<file path="config.mk">
export PLATFORM = sky130hd
export DESIGN_NAME = axis_video_monitor
export DESIGN_NICKNAME = d
export VERILOG_FILES = /design/src/rtl/video_axis_pkg.sv /design/src/rtl/axis_ready_gen.sv /design/src/rtl/axis_video_monitor.sv
export SDC_FILE = /design/constraint.sdc
export NUM_CORES = 1
export LEC_CHECK = 0
export BUFFER_PORTS_ARGS = -buffer_cell sky130_fd_sc_hd__buf_2
export CAP_MARGIN = 25
export CORE_MARGIN = 4
export CORE_UTILIZATION = 41
export DETAILED_ROUTE_END_ITERATION = 7
export HOLD_SLACK_MARGIN = 0.03
export PLACE_DENSITY = 0.67
export SLEW_MARGIN = 0
export SYNTH_ARGS = -nofsm -noshare
export SYNTH_HDL_FRONTEND = slang
export SYNTH_SLANG_ARGS = --single-unit
</file>
<file path="constraint.sdc">
create_clock -name out_stream_aclk -period 3.2 [get_ports out_stream_aclk]
set_clock_uncertainty 0.1 [all_clocks]
set_input_delay 0.64 -clock out_stream_aclk [delete_from_list [all_inputs] [get_ports out_stream_aclk]]
set_output_delay 0.64 -clock out_stream_aclk [all_outputs]
set_load 0.03 [all_outputs]
</file>
<file path="src/rtl/video_axis_pkg.sv">
// Shared types and constants for the AXI-Stream video monitor.
package video_axis_pkg;

    typedef enum logic [1:0] {
        RM_ALWAYS            = 2'd0,
        RM_RANDOM            = 2'd1,
        RM_READY_AFTER_VALID = 2'd2,
        RM_RESERVED          = 2'd3
    } ready_mode_e;

    // Bit positions inside err_flags
    localparam int ERR_SOF_MISS  = 0;
    localparam int ERR_SOF_UNEXP = 1;
    localparam int ERR_EOL_MISS  = 2;
    localparam int ERR_EOL_UNEXP = 3;
    localparam int ERR_STABLE    = 4;
    localparam int ERR_TIMEOUT   = 5;
    localparam int ERR_W         = 6;

    // 33-bit PRBS: shift left, feed back msb xor inverted tap 19
    localparam int PRBS_W     = 33;
    localparam int PRBS_TAP_A = 32;
    localparam int PRBS_TAP_B = 19;

    function automatic logic [PRBS_W-1:0] prbs_next(input logic [PRBS_W-1:0] p);
        return {p[PRBS_W-2:0], p[PRBS_TAP_A] ^ ~p[PRBS_TAP_B]};
    endfunction

endpackage

</file>
<file path="src/rtl/axis_ready_gen.sv">
// Backpressure generator: free-running PRBS plus mode select, registered gen_ready.
module axis_ready_gen
    import video_axis_pkg::*;
#(
    parameter logic [PRBS_W-1:0] PRBS_SEED = 33'd1246504138
) (
    input  logic       out_stream_aclk,
    input  logic       axi_resetn,
    input  logic [1:0] ready_mode,
    input  logic       s_tvalid,
    input  logic       beat,
    output logic       gen_ready
);

    logic [PRBS_W-1:0] prbs;

    // PRBS never stops (status clear does not touch it); gen_ready follows the selected mode
    always_ff @(posedge out_stream_aclk or negedge axi_resetn) begin
        if (!axi_resetn) begin
            prbs      <= PRBS_SEED;
            gen_ready <= 1'b0;
        end else begin
            prbs <= prbs_next(prbs);
            case (ready_mode_e'(ready_mode))
                RM_RANDOM:            gen_ready <= prbs[PRBS_TAP_A];
                RM_READY_AFTER_VALID: gen_ready <= s_tvalid & ~beat;
                default:              gen_ready <= 1'b1;
            endcase
        end
    end

endmodule

</file>
<file path="src/rtl/axis_video_monitor.sv">
// In-line AXI-Stream video monitor: throttles the stream and checks SOF/EOL
// placement, handshake stability and tvalid activity, reporting sticky status.
module axis_video_monitor
    import video_axis_pkg::*;
#(
    parameter int                X_SIZE    = 480,
    parameter int                Y_SIZE    = 480,
    parameter int                DATA_W    = 32,
    parameter int                TIMEOUT   = 1000,
    parameter int                CNT_W     = 16,
    parameter logic [PRBS_W-1:0] PRBS_SEED = 33'd1246504138
) (
    input  logic                        out_stream_aclk,
    input  logic                        axi_resetn,
    input  logic [DATA_W-1:0]           s_tdata,
    input  logic                        s_tvalid,
    input  logic                        s_tuser,
    input  logic                        s_tlast,
    output logic                        s_tready,
    output logic [DATA_W-1:0]           m_tdata,
    output logic                        m_tvalid,
    output logic                        m_tuser,
    output logic                        m_tlast,
    input  logic                        m_tready,
    input  logic [1:0]                  ready_mode,
    input  logic                        clear,
    output logic [$clog2(X_SIZE)-1:0]   x_pos,
    output logic [$clog2(Y_SIZE)-1:0]   y_pos,
    output logic [CNT_W-1:0]            frame_count,
    output logic [CNT_W-1:0]            err_count,
    output logic [ERR_W-1:0]            err_flags
);

    localparam int XW = $clog2(X_SIZE);
    localparam int YW = $clog2(Y_SIZE);
    localparam int IW = $clog2(TIMEOUT + 1);
    localparam logic [XW-1:0] X_LAST    = XW'(X_SIZE - 1);
    localparam logic [YW-1:0] Y_LAST    = YW'(Y_SIZE - 1);
    localparam logic [IW-1:0] IDLE_LAST = IW'(TIMEOUT - 1);

    logic              gen_ready;
    logic              beat;
    logic              at_origin;
    logic              eol_pos;
    logic [XW-1:0]     x_eff, x_nxt;
    logic [YW-1:0]     y_eff, y_nxt;
    logic [ERR_W-1:0]  err_now;
    logic [IW-1:0]     idle_cnt;
    logic              stalled_q;
    logic [DATA_W-1:0] held_data;
    logic              held_user, held_last;

    assign s_tready = m_tready & gen_ready;
    assign m_tvalid = s_tvalid & gen_ready;
    assign m_tdata  = s_tdata;
    assign m_tuser  = s_tuser;
    assign m_tlast  = s_tlast;
    assign beat     = s_tvalid & s_tready;

    axis_ready_gen #(.PRBS_SEED(PRBS_SEED)) u_ready_gen (
        .out_stream_aclk (out_stream_aclk),
        .axi_resetn      (axi_resetn),
        .ready_mode      (ready_mode),
        .s_tvalid        (s_tvalid),
        .beat            (beat),
        .gen_ready       (gen_ready)
    );

    // Per-cycle error detection and next position; a tuser beat resyncs to (0,0) before the EOL check
    always_comb begin
        at_origin = (x_pos == '0) && (y_pos == '0);
        x_eff     = s_tuser ? '0 : x_pos;
        y_eff     = s_tuser ? '0 : y_pos;
        eol_pos   = (x_eff == X_LAST);

        err_now                = '0;
        err_now[ERR_SOF_MISS]  = beat & at_origin & ~s_tuser;
        err_now[ERR_SOF_UNEXP] = beat & ~at_origin & s_tuser;
        err_now[ERR_EOL_MISS]  = beat & eol_pos & ~s_tlast;
        err_now[ERR_EOL_UNEXP] = beat & ~eol_pos & s_tlast;
        err_now[ERR_STABLE]    = stalled_q & (~s_tvalid | (s_tdata != held_data) |
                                              (s_tuser != held_user) | (s_tlast != held_last));
        err_now[ERR_TIMEOUT]   = ~s_tvalid & (idle_cnt == IDLE_LAST);

        if (eol_pos || s_tlast) begin
            x_nxt = '0;
            y_nxt = (y_eff == Y_LAST) ? '0 : y_eff + 1'b1;
        end else begin
            x_nxt = x_eff + 1'b1;
            y_nxt = y_eff;
        end
    end

    // Expected position of the next word and count of accepted SOFs
    always_ff @(posedge out_stream_aclk or negedge axi_resetn) begin
        if (!axi_resetn) begin
            x_pos       <= '0;
            y_pos       <= '0;
            frame_count <= '0;
        end else if (clear) begin
            x_pos       <= '0;
            y_pos       <= '0;
            frame_count <= '0;
        end else if (beat) begin
            x_pos <= x_nxt;
            y_pos <= y_nxt;
            if (s_tuser) frame_count <= frame_count + 1'b1;
        end
    end

    // Sticky flags and saturating count of cycles with any error
    always_ff @(posedge out_stream_aclk or negedge axi_resetn) begin
        if (!axi_resetn) begin
            err_flags <= '0;
            err_count <= '0;
        end else if (clear) begin
            err_flags <= '0;
            err_count <= '0;
        end else begin
            err_flags <= err_flags | err_now;
            if ((|err_now) && (err_count != {CNT_W{1'b1}})) err_count <= err_count + 1'b1;
        end
    end

    // Idle watchdog: reloads to zero on expiry so it keeps firing every TIMEOUT idle cycles
    always_ff @(posedge out_stream_aclk or negedge axi_resetn) begin
        if (!axi_resetn) begin
            idle_cnt <= '0;
        end else if (clear || s_tvalid || (idle_cnt == IDLE_LAST)) begin
            idle_cnt <= '0;
        end else begin
            idle_cnt <= idle_cnt + 1'b1;
        end
    end

    // Stall history: remember a stalled beat so the next cycle can be checked for stability
    always_ff @(posedge out_stream_aclk or negedge axi_resetn) begin
        if (!axi_resetn) begin
            stalled_q <= 1'b0;
            held_data <= '0;
            held_user <= 1'b0;
            held_last <= 1'b0;
        end else begin
            stalled_q <= clear ? 1'b0 : (s_tvalid & ~s_tready);
            held_data <= s_tdata;
            held_user <= s_tuser;
            held_last <= s_tlast;
        end
    end

endmodule

</file>
# After elaboration in Yosys (flattened, before gate mapping)

Cells that the tools add are included.

Bitwise logic cells: 28
Multipliers: 0
Multiplexer cells: 18
$add $sub $neg: 5
Equal/unequal tests: 9
Shifts and indexed selects: 0
Div/mod/pow operators: 0
Magnitude comparators: 0
Reduce and logical (&&, ||, !) cells: 12

Operator list:

| cell                                           | number |
|---|---|
| two-way mux 9 bit                              | 9 |
| two-way mux 16 bit                             | 5 |
| adder 16 x 1 -> 16 bit (second input constant) | 2 |
| != test 32 bit                                 | 1 |
| adder 9 x 1 -> 9 bit (second input constant)   | 2 |
| == test 9 bit (second input constant)          | 2 |
| zero test 9 bit                                | 2 |
| != test 16 bit (second input constant)         | 1 |
| AND 1 bit                                      | 15 |
| adder 10 x 1 -> 10 bit (second input constant) | 1 |
| == test 10 bit (second input constant)         | 1 |
| two-way mux 10 bit                             | 1 |
| inverter 1 bit                                 | 8 |
| two-way mux 6 bit                              | 1 |
| OR 6 bit                                       | 1 |
| nonzero test 2 bit                             | 3 |
| OR reduction 6 bit                             | 1 |
| logical OR 1 bit                               | 3 |
| OR 1 bit                                       | 3 |
| == test 2 x 1 -> 1 bit (second input constant) | 1 |
| == test 2 bit (second input constant)          | 1 |
| logical AND 1 bit                              | 2 |
| != test 1 bit                                  | 2 |
| one-hot mux 1 bit (2 select lines)             | 1 |
| 3 further kinds                                | 3 |

Bits in writable memories: 0
Memories: 0
Output and inout bits: 92
Memory bits (read-only): 0
Bits in registers: 135
Bits in latches: 0

# Depth between registers and ports, before layout

Gate-level depths: netlist of the first run.

Word-level depth: 9
Gate-level depth with buffers: 14
Depth with buffers taken out: 11

# Modules after synthesis

Synthesis of the first run repeated with hierarchy kept, for this count alone.

Cell total of the unflattened synthesis: 546
Area, all modules: 5982.0 um^2

Modules (own cells, without submodules):

| module             | times used | area an instance (um^2) | cells an instance |
|---|---|---|---|
| axis_video_monitor | 1          | 5061.1                  | 504 |
| axis_ready_gen     | 1          | 920.9                   | 42 |

# Worst setup path before layout of the first run

OpenSTA, ideal clock, no wires.

Path kind: input to register
From: in s_tuser
To: reg err_count[1]
Path slack: 0.070 ns
Data arrival time: 2.952 ns
Required time: 3.022 ns
Library setup time: 0.078 ns
Stages: 13
Path buffers: 4
Path through: clkbuf_1 -> buf_1 -> nor2b_1 -> ha_1 -> nand4_2 -> nor3_2 -> xnor2_1 -> a31oi_1 -> nor3_1 -> clkbuf_1 -> clkbuf_1 -> o21ai_1 -> a21oi_1

Cells in the longest elaborated chain, start to end: 8

RTL lines:

| item                             | RTL line                  | RTL |
|---|---|---|
| from (decl)                      | axis_video_monitor.sv:17  | `input logic s_tuser,` |
| two-way mux 9 bit                | axis_video_monitor.sv:72  | `x_eff = s_tuser ? '0 : x_pos;` |
| == test 9 bit                    | axis_video_monitor.sv:74  | `eol_pos = (x_eff == X_LAST);` |
| inverter 1 bit                   | axis_video_monitor.sv:80  | `err_now[ERR_EOL_UNEXP] = beat & ~eol_pos & s_tlast;` |
| AND 1 bit (2 in series)          | axis_video_monitor.sv:80  |  |
| OR reduction 6 bit (*)           | axis_video_monitor.sv:121 | `if ((\|err_now) && (err_count != {CNT_W{1'b1}})) err_count <= err_count + 1'b1;` |
| logical AND 1 bit (*)            | axis_video_monitor.sv:121 |  |
| nonzero test 2 bit (no line) (*) | n/a                       |  |
| to (signal assigned)             | axis_video_monitor.sv:121 |  |
| to (decl)                        | axis_video_monitor.sv:30  | `output logic [CNT_W-1:0] err_count,` |

Mark *: on every way between the ends. The rest lies on a longest branch, timed or not.
A chain may end at the register's enable or synchronous reset.

# Final worst setup path of the first run

From: reg x_pos[1]
To: reg err_count[15]

Cells in the longest elaborated chain, start to end: 8

RTL lines:

| item                                                 | RTL line                                           | RTL |
|---|---|---|
| from (decl)                                          | axis_video_monitor.sv:27                           | `output logic [$clog2(X_SIZE)-1:0] x_pos,` |
| from (signal assigned)                               | axis_video_monitor.sv:105                          | `x_pos <= x_nxt;` |
| two-way mux 9 bit or zero test 9 bit (tied branches) | axis_video_monitor.sv:72, axis_video_monitor.sv:71 |  |
| == test 9 bit or logical AND 1 bit (tied branches)   | axis_video_monitor.sv:74, axis_video_monitor.sv:71 |  |
| inverter 1 bit (on tied branches)                    | axis_video_monitor.sv:80, axis_video_monitor.sv:78 |  |
| AND 1 bit (on tied branches) (2 in series)           | axis_video_monitor.sv:80, axis_video_monitor.sv:78 |  |
| OR reduction 6 bit (*)                               | axis_video_monitor.sv:121                          |  |
| logical AND 1 bit (*)                                | axis_video_monitor.sv:121                          |  |
| nonzero test 2 bit (no line) (*)                     | n/a                                                |  |

Marked as above.

==> results.sh, run 1 <==
export IMPL_synthToLayoutAreaGrowth_pct=21.2
export IMPL_ios=133
export IMPL_met2_usage_pct=26.1
export IMPL_worstPathCellList="nor2b_1 -> ha_1 -> nand4_2 -> nor3_2 -> xnor2_1 -> a31oi_1 -> nor3_2 -> buf_12 -> nor4b_2 -> mux2_1"
export IMPL_ir_drop_mv=0.361
export IMPL_die_area_um2=16500
export IMPL_synth_nets=586
export IMPL_finalSetupTns_ns=0
export IMPL_synth_edf_count=0
export IMPL_core_area_um2=14000
export IMPL_cts_buffer_depth=2
export IMPL_outcome="finished clean"
export IMPL_drc=0
export IMPL_cts_tree="built"
export IMPL_first_pass_iters=4
export IMPL_grt_total_usage_pct=17.0
export IMPL_p_per_area_nw_per_um2=560
export IMPL_gp_congestion=0.853
export IMPL_cpPeakStageDelay_ns=0.44
export IMPL_yosysSeqAreaShare_pct=57.0
export IMPL_cts_root_buf="clkbuf_16"
export IMPL_die_h_um=129
export IMPL_yosysWarnings=0
export IMPL_grt_pass1_wl_mm=22.1
export IMPL_cts_buffers=17
export IMPL_syn_inst=538
export IMPL_io_buffers=132
export IMPL_maxCapViolCount=0
export IMPL_vias=4317
export IMPL_grt_max_degree=63
export IMPL_max_freq_mhz=372
export IMPL_layout_drive_gt1_share_pct=29.0
export IMPL_busiest_layer="met2"
export IMPL_cts_hold_buffers=0
export IMPL_finalNetCount=698
export IMPL_final_setup_viol_count=0
export IMPL_syn_area_per_cell_um2=11.1
export IMPL_crit_path_max_fanout=29
export IMPL_grt_pass1_vias=4396
export IMPL_crit_path_start_kind="register"
export IMPL_layout_min_cycle_time_ns=2.69
export IMPL_cpMostUsedCell="nor3_2"
export IMPL_clk_pin_slew_ns=0.06
export IMPL_diodes=0
export IMPL_grt_met1_usage_pct=23.2
export IMPL_synth_cell_types=48
export IMPL_slew_headroom_pct=44.7
export IMPL_min_path_type="in -> async"
export IMPL_vias_per_cell=5.12
export IMPL_crit_family="simple AND/OR/NAND/NOR gates"
export IMPL_fin_crit_sh_pct=83.9
export IMPL_critPathSlowestCell="dfrtp_1"
export IMPL_p_leak_nw=3.37
export IMPL_initial_core_util_pct=42.4
export IMPL_rows=43
export IMPL_crit_type="reg -> reg"
export IMPL_worstPathArrival_ns=2.88
export IMPL_hpwl_mm=9.38
export IMPL_antenna_found_initial=0
export IMPL_tightest_slew_ns=0.830
export IMPL_routedWlPerCell_um=15.9
export IMPL_cts_sink_count=135
export IMPL_async_flop_share_pct=100
export IMPL_postCtsSetupRepairBufs=0
export IMPL_insertion_delay_ns=0.41
export IMPL_post_route_util_pct=51.4
export IMPL_die_width_um=129
export IMPL_grt_ovfl_total=0
export IMPL_cp_required_ns=3.39
export IMPL_synth_top_flop_cell="dfrtp_1"
export IMPL_maxSlewViolCount=0
export IMPL_routed_wl_mm=13.4
export IMPL_postCtsResizedCells=0
export IMPL_ant_nets=0
export IMPL_worst_setup_path_end_kind="register"
export IMPL_syn_area_um2=5960
export IMPL_rsz0062_at_grt="false"
export IMPL_met3_usage_pct=5.02
export IMPL_ys_seq_elements=135
export IMPL_drt_iter0_markers=329
export IMPL_hold_viol=0
export IMPL_htreeDepth=4
export IMPL_path_buf_inv=1
[metrics by stage]
| step | worst slack [ns] | std cells | hold WS, ns | power [mW] | area (um2) |
|---|---|---|---|---|---|
| final | 0.514 | 843 | 0.214 | 4.04 | 7220 |
| after global routing | 0.231 | 843 | 0.251 | 4.22 | 7220 |
| after CTS | 0.502 | 843 | 0.242 | 4.10 | 7220 |
| after detailed placement | 0.136 | 811 | 0.237 | 2.11 | 6630 |
| after global placement | 0.163 | 811 | 0.234 | 2.10 | 6630 |
| after floorplan | 0.0701 | 538 | 0.231 | 1.99 | 5960 |
[routing by layer]
| metal | up-vias | part of all wire, % |
|---|---|---|
| met3 | 16 | 6.1 |
| li1 | 2086 | - |
| met1 | 2100 | 45 |
| met4 | 0 | 1.5 |
| met5 | - | 0 |
| met2 | 115 | 47 |
[registers in the layout (all words and copies together) (netlist names)]
name	cells
err_count	16
err_flags	6
frame_count	16
held_data	32
held_last	1
held_user	1
idle_cnt	10
stalled_q	1
u_ready_gen.gen_ready	1
u_ready_gen.prbs	33
x_pos	9
y_pos	9
[worst paths after layout]
path / start / end / slack, ns / cells past startpoint
setup / recovery: x_pos[1] / err_count[15] / 0.51 / 10
hold / removal: axi_resetn / frame_count[15] / 0.21 / 1
setup reg to reg: x_pos[1] / err_count[15] / 0.51 / 10
hold reg to reg: u_ready_gen.prbs[21] / u_ready_gen.prbs[22] / 0.25 / 0
max in group asynchronous: axi_resetn / u_ready_gen.prbs[13] / 1.94 / 2
min in group out_stream_aclk: u_ready_gen.prbs[21] / u_ready_gen.prbs[22] / 0.25 / 0
[synthesized netlist by cell type (all sizes together) (5+ instances only)]
cell	count	area share [%]
nand4	22	2.5
nor4	6	0.74
and4	5	0.74
buf	40	4.9
xnor2	37	5.4
or3	5	0.53
o21ai	22	1.8
o31ai	11	1.5
a21oi	19	1.6
nand3	21	1.8
dfrtp	123	52
a31oi	6	0.63
nor2b	11	1.2
xor2	23	3.4
inv	9	0.57
dfstp	12	5.3
nor2	51	3.3
clkbuf	10	0.63
and3	10	1.1
nand2	35	2.2
or4	12	1.5
a32o	6	1.0
nor3	10	0.92
ha	7	1.5
[placed cells by master (no fill, tap or decap), types with 19 or more instances in the layout]
cell type and count:
xnor2_1 37, nand4_1 20, a21oi_1 19, nor2_1 50, nand3_1 21, nand2_1 35
xor2_1 23, dfrtp_1 123, o21ai_0 20, buf_2 131
[logic make-up after synthesis]
kind of cell	Yosys count	share of synthesized area [%]
flops	135	57.0
buf+inv	59	6.09
xor+xnor	60	8.82
compound gates	74	8.00
mux	3	0.567
simple gates	200	18.1
fa+ha+maj	7	1.47
[area by class of cell]
cell class,instances,area (um2)
inverters,9,33.8
repair buffers,143,771
clock buffers,23,468
well taps,180,225
flip-flops and latches,135,3390
fillers,1248,6820
clock inverters,9,125
multi-input cells,344,2210
[where the power goes]
group | internal (mW) | switching [mW]
clock network | 1.26 | 0.711
registers | 1.74 | 0.0196
logic | 0.102 | 0.210
(Power assumes the default switching activity.)
==> inputs of run 2 (changes only) <==
==> constraint.sdc (replaced) <==
create_clock -name out_stream_aclk -period 2.7 [get_ports out_stream_aclk]
set_clock_uncertainty 0.1 [all_clocks]
set_input_delay 0.54 -clock out_stream_aclk [delete_from_list [all_inputs] [get_ports out_stream_aclk]]
set_output_delay 0.54 -clock out_stream_aclk [all_outputs]
set_load 0.03 [all_outputs]
==> results.sh, run 2 (synthesis results as in run 1) <==
export IMPL_internal_power_mw=3.62
export IMPL_finalSetupTns_ns=0
export IMPL_initial_core_util_pct=42.4
export IMPL_p_sw_share_pct=24.2
export IMPL_finalNetCount=726
export IMPL_slew_headroom_pct=58.7
export IMPL_cts_buffer_depth=2
export IMPL_die_area_um2=16500
export IMPL_drt_iter0_markers=311
export IMPL_grt_pass1_vias=4586
export IMPL_worstPathArrival_ns=2.82
export IMPL_hpwl_mm=9.94
export IMPL_max_freq_mhz=387
export IMPL_maxCapViolCount=0
export IMPL_power_frac_clock_pct=48.1
export IMPL_final_common_cell="buf_2"
export IMPL_p_per_area_nw_per_um2=635
export IMPL_grt_pass1_wl_mm=22.8
export IMPL_worst_setup_path_end_kind="register"
export IMPL_reg_largest_list="u_ready_gen.prbs: 33 flops, held_data: 32 flops"
export IMPL_grt_max_degree=55
export IMPL_p_leak_nw=3.54
export IMPL_htreeDepth=4
export IMPL_reg2reg_depth=8
export IMPL_core_area_um2=14000
export IMPL_seqPwrFrac_pct=43.7
export IMPL_ir_drop_mv=0.422
export IMPL_drc=0
export IMPL_cts_sink_count=135
export IMPL_layout_min_cycle_time_ns=2.59
export IMPL_instances_no_fill=871
export IMPL_vias_per_cell=5.17
export IMPL_cts_root_buf="clkbuf_16"
export IMPL_placed_cells=837
export IMPL_grt_total_usage_pct=17.5
export IMPL_antenna_found_initial=1
export IMPL_die_width_um=129
export IMPL_crit_type="reg -> reg"
export IMPL_cp_required_ns=2.93
export IMPL_routed_wl_mm=13.9
export IMPL_synthToLayoutAreaGrowth_pct=26.2
export IMPL_io_buffers=132
export IMPL_gp_congestion=0.821
export IMPL_largest_register="u_ready_gen.prbs"
export IMPL_insertion_delay_ns=0.41
export IMPL_whs_path_depth=1
export IMPL_grt_ovfl_total=0
export IMPL_crit_path_max_fanout=22
export IMPL_cts_tree="built"
export IMPL_tightest_slew_ns=0.617
export IMPL_ios=133
export IMPL_layout_drive_gt1_share_pct=33.3
export IMPL_vias=4499
export IMPL_diodes=0
export IMPL_clk_pin_slew_ns=0.06
export IMPL_die_h_um=129
export IMPL_rows=43
export IMPL_crit_path_start_kind="register"
export IMPL_most_common_layout_cells="131 x buf_2, 122 x dfrtp_1, 49 x nor2_1, 37 x xnor2_1, 35 x nand2_1"
export IMPL_min_path_type="in -> reg"
export IMPL_routedWlPerCell_um=15.9
export IMPL_largest_reg_flops=33
export IMPL_fin_crit_sh_pct=95.8
export IMPL_first_pass_iters=4
export IMPL_maxSlewViolCount=0
export IMPL_p_comb_share_pct=8.2
export IMPL_cts_buffers=17
export IMPL_switchingPower_mw=1.16
export IMPL_post_route_util_pct=53.5
export IMPL_hold_viol=0
export IMPL_outcome="finished clean"
export IMPL_ant_nets=0
export IMPL_final_setup_viol_count=0
[run 2: changes by cell type in the layout (fill, tap and decap cells not counted), moves of 2 or more]
cell,change
buf_4,+24
clkbuf_1,-4
clkinv_2,-2
clkinv_4,+3
inv_6,+3
nor4_1,-2
[run 2: power by group through the flow]
stage / Combinational, mW / Clock (mW) / Sequential [mW]
floorplan: 0.227 / 0 / 2.13
global placement: 0.388 / 0 / 2.12
detailed placement: 0.396 / 0 / 2.12
CTS: 0.399 / 2.34 / 2.08
global route: 0.433 / 2.44 / 2.09
finish: 0.393 / 2.30 / 2.08
[run 2: path summary, 6_finish.rpt]
check	end	slack, ns	start
setup / recovery	err_count[3]	0.11	y_pos[6]
hold / removal	held_data[24]	0.17	s_tdata[24]
setup reg to reg	err_count[3]	0.11	y_pos[6]
hold reg to reg	u_ready_gen.prbs[15]	0.25	u_ready_gen.prbs[14]
max in group asynchronous	u_ready_gen.prbs[30]	1.23	axi_resetn
min in group asynchronous	y_pos[6]	0.55	axi_resetn
[run 2: stage by stage]
step / hold slack, ns / area (um2) / setup WS, ns / power [mW]
after floorplan: 0.144 / 6010 / 0.00467 / 2.36
after global placement: 0.236 / 6870 / 0.00323 / 2.51
after detailed placement: 0.236 / 6870 / -0.0652 / 2.52
after CTS: 0.149 / 7480 / 0.0390 / 4.83
after global routing: 0.146 / 7520 / -0.0268 / 4.96
final: 0.168 / 7520 / 0.114 / 4.77
[run 2: timing repair]
action                     in CTS  in global routing
hold buffers                    1                  0
gates cloned                    0                  1
gates resized for setup         1                  6
setup buffers                   0                  0
hold endpoints to repair       47                  0
pin swaps                       0                  4
setup endpoints to repair      10                 14
[run 2: critical path, stage by stage (launching register included)]
cell and delay, ns:
dfrtp_1 0.39, nor4_2 0.35, nand3_1 0.18, or3_1 0.35
a31oi_2 0.22, nor3_2 0.08, buf_12 0.16, or4_1 0.51
a21oi_1 0.16
[run 2: area by class of cell]
cell class                 count  area, um2
fill                        1245       6530
inverter                       9       33.8
tap                          180        225
multi-input combinational    345       2270
timing repair buffer         170        992
clock buffer                  19        453
sequential                   135       3390
clock inverter                13        145
[run 2: routing by layer]
| metal | track usage [%] | up-vias | share of wire [%] |
|---|---|---|---|
| met4 | 5.19 | 2 | 0.90 |
| met1 | 21.4 | 2235 | 42 |
| li1 | - | 2133 | - |
| met2 | 30.1 | 117 | 52 |
| met5 | 0 | - | 0.094 |
| met3 | 5.06 | 12 | 5.5 |
==> inputs of run 3 (changes only) <==
--- a/config.mk
+++ b/config.mk
@@ -12,7 +12,9 @@
 export DETAILED_ROUTE_END_ITERATION = 7
 export HOLD_SLACK_MARGIN = 0.03
 export PLACE_DENSITY = 0.67
+export REMOVE_ABC_BUFFERS = 1
 export SLEW_MARGIN = 0
 export SYNTH_ARGS = -nofsm -noshare
 export SYNTH_HDL_FRONTEND = slang
+export SYNTH_HIERARCHICAL = 1
 export SYNTH_SLANG_ARGS = --single-unit
==> results.sh, run 3 <==
export IMPL_outcome="finished clean"
export IMPL_syn_area_per_cell_um2=11.0
export IMPL_hold_viol=0
export IMPL_antenna_found_initial=0
export IMPL_synthToLayoutAreaGrowth_pct=26.2
export IMPL_tightest_slew_ns=0.630
export IMPL_drt_iter0_markers=256
export IMPL_syn_area_um2=5980
export IMPL_p_per_area_nw_per_um2=642
export IMPL_maxCapViolCount=0
export IMPL_reg_largest_list="u_ready_gen/prbs: 33 flops, held_data: 32 flops"
export IMPL_synth_top_cell_area_share_pct=51.5
export IMPL_rows=43
export IMPL_cp_required_ns=2.93
export IMPL_hpwl_mm=9.91
export IMPL_vias_per_cell=5.01
export IMPL_maxSlewViolCount=0
export IMPL_first_pass_iters=4
export IMPL_core_area_um2=14100
export IMPL_yosysWarnings=6
export IMPL_grt_total_usage_pct=17.4
export IMPL_insertion_delay_ns=0.42
export IMPL_async_flop_share_pct=100
export IMPL_drc=0
export IMPL_grt_pass1_vias=4480
export IMPL_postCtsSetupRepairBufs=0
export IMPL_synth_most_common_cell="dfrtp_1"
export IMPL_routed_wl_mm=13.7
export IMPL_ys_seq_elements=135
export IMPL_ant_nets=0
export IMPL_fin_crit_sh_pct=95.4
export IMPL_cts_root_buf="clkbuf_16"
export IMPL_crit_type="reg -> reg"
export IMPL_die_area_um2=16600
export IMPL_hold_slack_ns=0.163
export IMPL_crit_path_max_fanout=20
export IMPL_die_width_um=129
export IMPL_worst_setup_path_end_kind="register"
export IMPL_layout_min_cycle_time_ns=2.57
export IMPL_max_freq_mhz=388
export IMPL_setup_ws_ns=0.125
export IMPL_ir_drop_mv=0.425
export IMPL_yosysTopAreaCell="dfrtp_1"
export IMPL_rsz0062_at_grt="false"
export IMPL_largest_register="u_ready_gen/prbs"
export IMPL_yosysSeqAreaShare_pct=56.7
export IMPL_gp_congestion=0.895
export IMPL_slew_headroom_pct=58.0
export IMPL_largest_reg_flops=33
export IMPL_htreeDepth=4
export IMPL_grt_max_degree=67
export IMPL_p_leak_nw=3.53
export IMPL_grt_ovfl_total=0
export IMPL_nFillCells=1226
export IMPL_layout_drive_gt1_share_pct=33.1
export IMPL_crit_path_start_kind="register"
export IMPL_routedWlPerCell_um=15.4
export IMPL_grt_pass1_wl_mm=22.8
export IMPL_final_setup_viol_count=0
export IMPL_post_route_util_pct=53.5
export IMPL_worstPathArrival_ns=2.81
export IMPL_cts_sink_count=135
export IMPL_most_common_layout_cells="131 x buf_2, 121 x dfrtp_1, 55 x nor2_1, 43 x buf_4"
export IMPL_r2r_slack_ns=0.13
export IMPL_cts_buffers=17
export IMPL_synth_area_leaders="dfrtp_1 51%, xnor2_1 5.9%, dfstp_2 5.3%"
export IMPL_synth_cell_types=55
export IMPL_syn_inst=546
export IMPL_synthTopCellsByCount="123 x dfrtp_1, 56 x nor2_1, 40 x xnor2_1"
export IMPL_min_path_type="in -> reg"
export IMPL_diodes=0
export IMPL_die_h_um=129
export IMPL_synth_edf_count=0
export IMPL_final_common_cell="buf_2"
export IMPL_ios=133
export IMPL_io_buffers=132
export IMPL_clk_pin_slew_ns=0.06
export IMPL_cts_buffer_depth=2
export IMPL_vias=4457
export IMPL_place_worst_setup_slack_ns=-0.217
export IMPL_synth_top_flop_cell="dfrtp_1"
export IMPL_cts_tree="built"
export IMPL_initial_core_util_pct=42.4
export IMPL_finalNetCount=744
## run 3: timing repair
item                                    in CTS  in global routing
endpoints found under the setup margin       0                  4
hold buffers                                 1                  0
endpoints found under the hold margin       29                  0
gates resized for setup                      0                  6
## run 3: power breakdown
part	total [mW]	switching (mW)	internal, mW
clock	2.36	0.899	1.47
combinational	0.398	0.257	0.141
sequential	2.09	0.0235	2.06
total	4.85	1.18	3.67
## run 3: layer usage
metal  global-route usage (%)  part of all wire (%)  up-vias
met1                     23.3                    44     2161
li1                         -                     -     2160
met5                        0                     0        -
met2                     27.3                    49      118
met3                     4.90                   5.4       18
met4                     5.81                   1.3        0
## run 3: critical path: stages, from the launching register on
cell and delay [ns]:
dfrtp_1 0.39, nor4_1 0.37, nand3_1 0.17, or3_4 0.36
a31oi_4 0.20, o31ai_4 0.08, buf_12 0.16, or4_1 0.47
a21oi_1 0.18
## run 3: kinds of logic (layout without fill, tap and decap cells)
logic type	after synthesis	count (layout)	share of synthesized area [%]
and+or+nand+nor	207	207	17.9
buffers and inverters	59	222	6.17
DFF	135	135	56.7
xor gates and xnor gates	61	61	8.93
muxes	4	4	0.669
AOI/OAI and AO/OA	73	73	8.12
adders and majority gates	7	7	1.46
## run 3: worst paths after layout
| kind | start | endpoint | cells after the start |
|---|---|---|---|
| setup / recovery | x_pos[6] | err_count[5] | 8 |
| hold / removal | s_tdata[16] | held_data[16] | 1 |
| setup reg to reg | x_pos[6] | err_count[5] | 8 |
| hold reg to reg | u_ready_gen/prbs[31] | u_ready_gen/prbs[32] | 0 |
| max in group asynchronous | axi_resetn | u_ready_gen/prbs[25] | 3 |
| min in group asynchronous | axi_resetn | y_pos[8] | 2 |
## run 3: stage by stage
step	total power [mW]	instance area, um2	instances	TNS, ns
after floorplan	2.25	5660	499	-1.06
after CTS	4.92	7530	889	0
final	4.85	7550	889	0
after global placement	2.51	6910	856	-0.333
after detailed placement	2.52	6910	856	-1.37
after global routing	5.04	7550	889	0
## run 3: final cells by class
cell class	instances	area [um2]	area share [%]
Sequential cell	135	3400	45.0
Multi-Input combinational cell	352	2240	29.6
Clock inverter	13	173	2.29
Timing Repair Buffer	178	1040	13.8
Inverter	12	45.0	0.597
Tap cell	180	225	2.98
Clock buffer	19	433	5.74
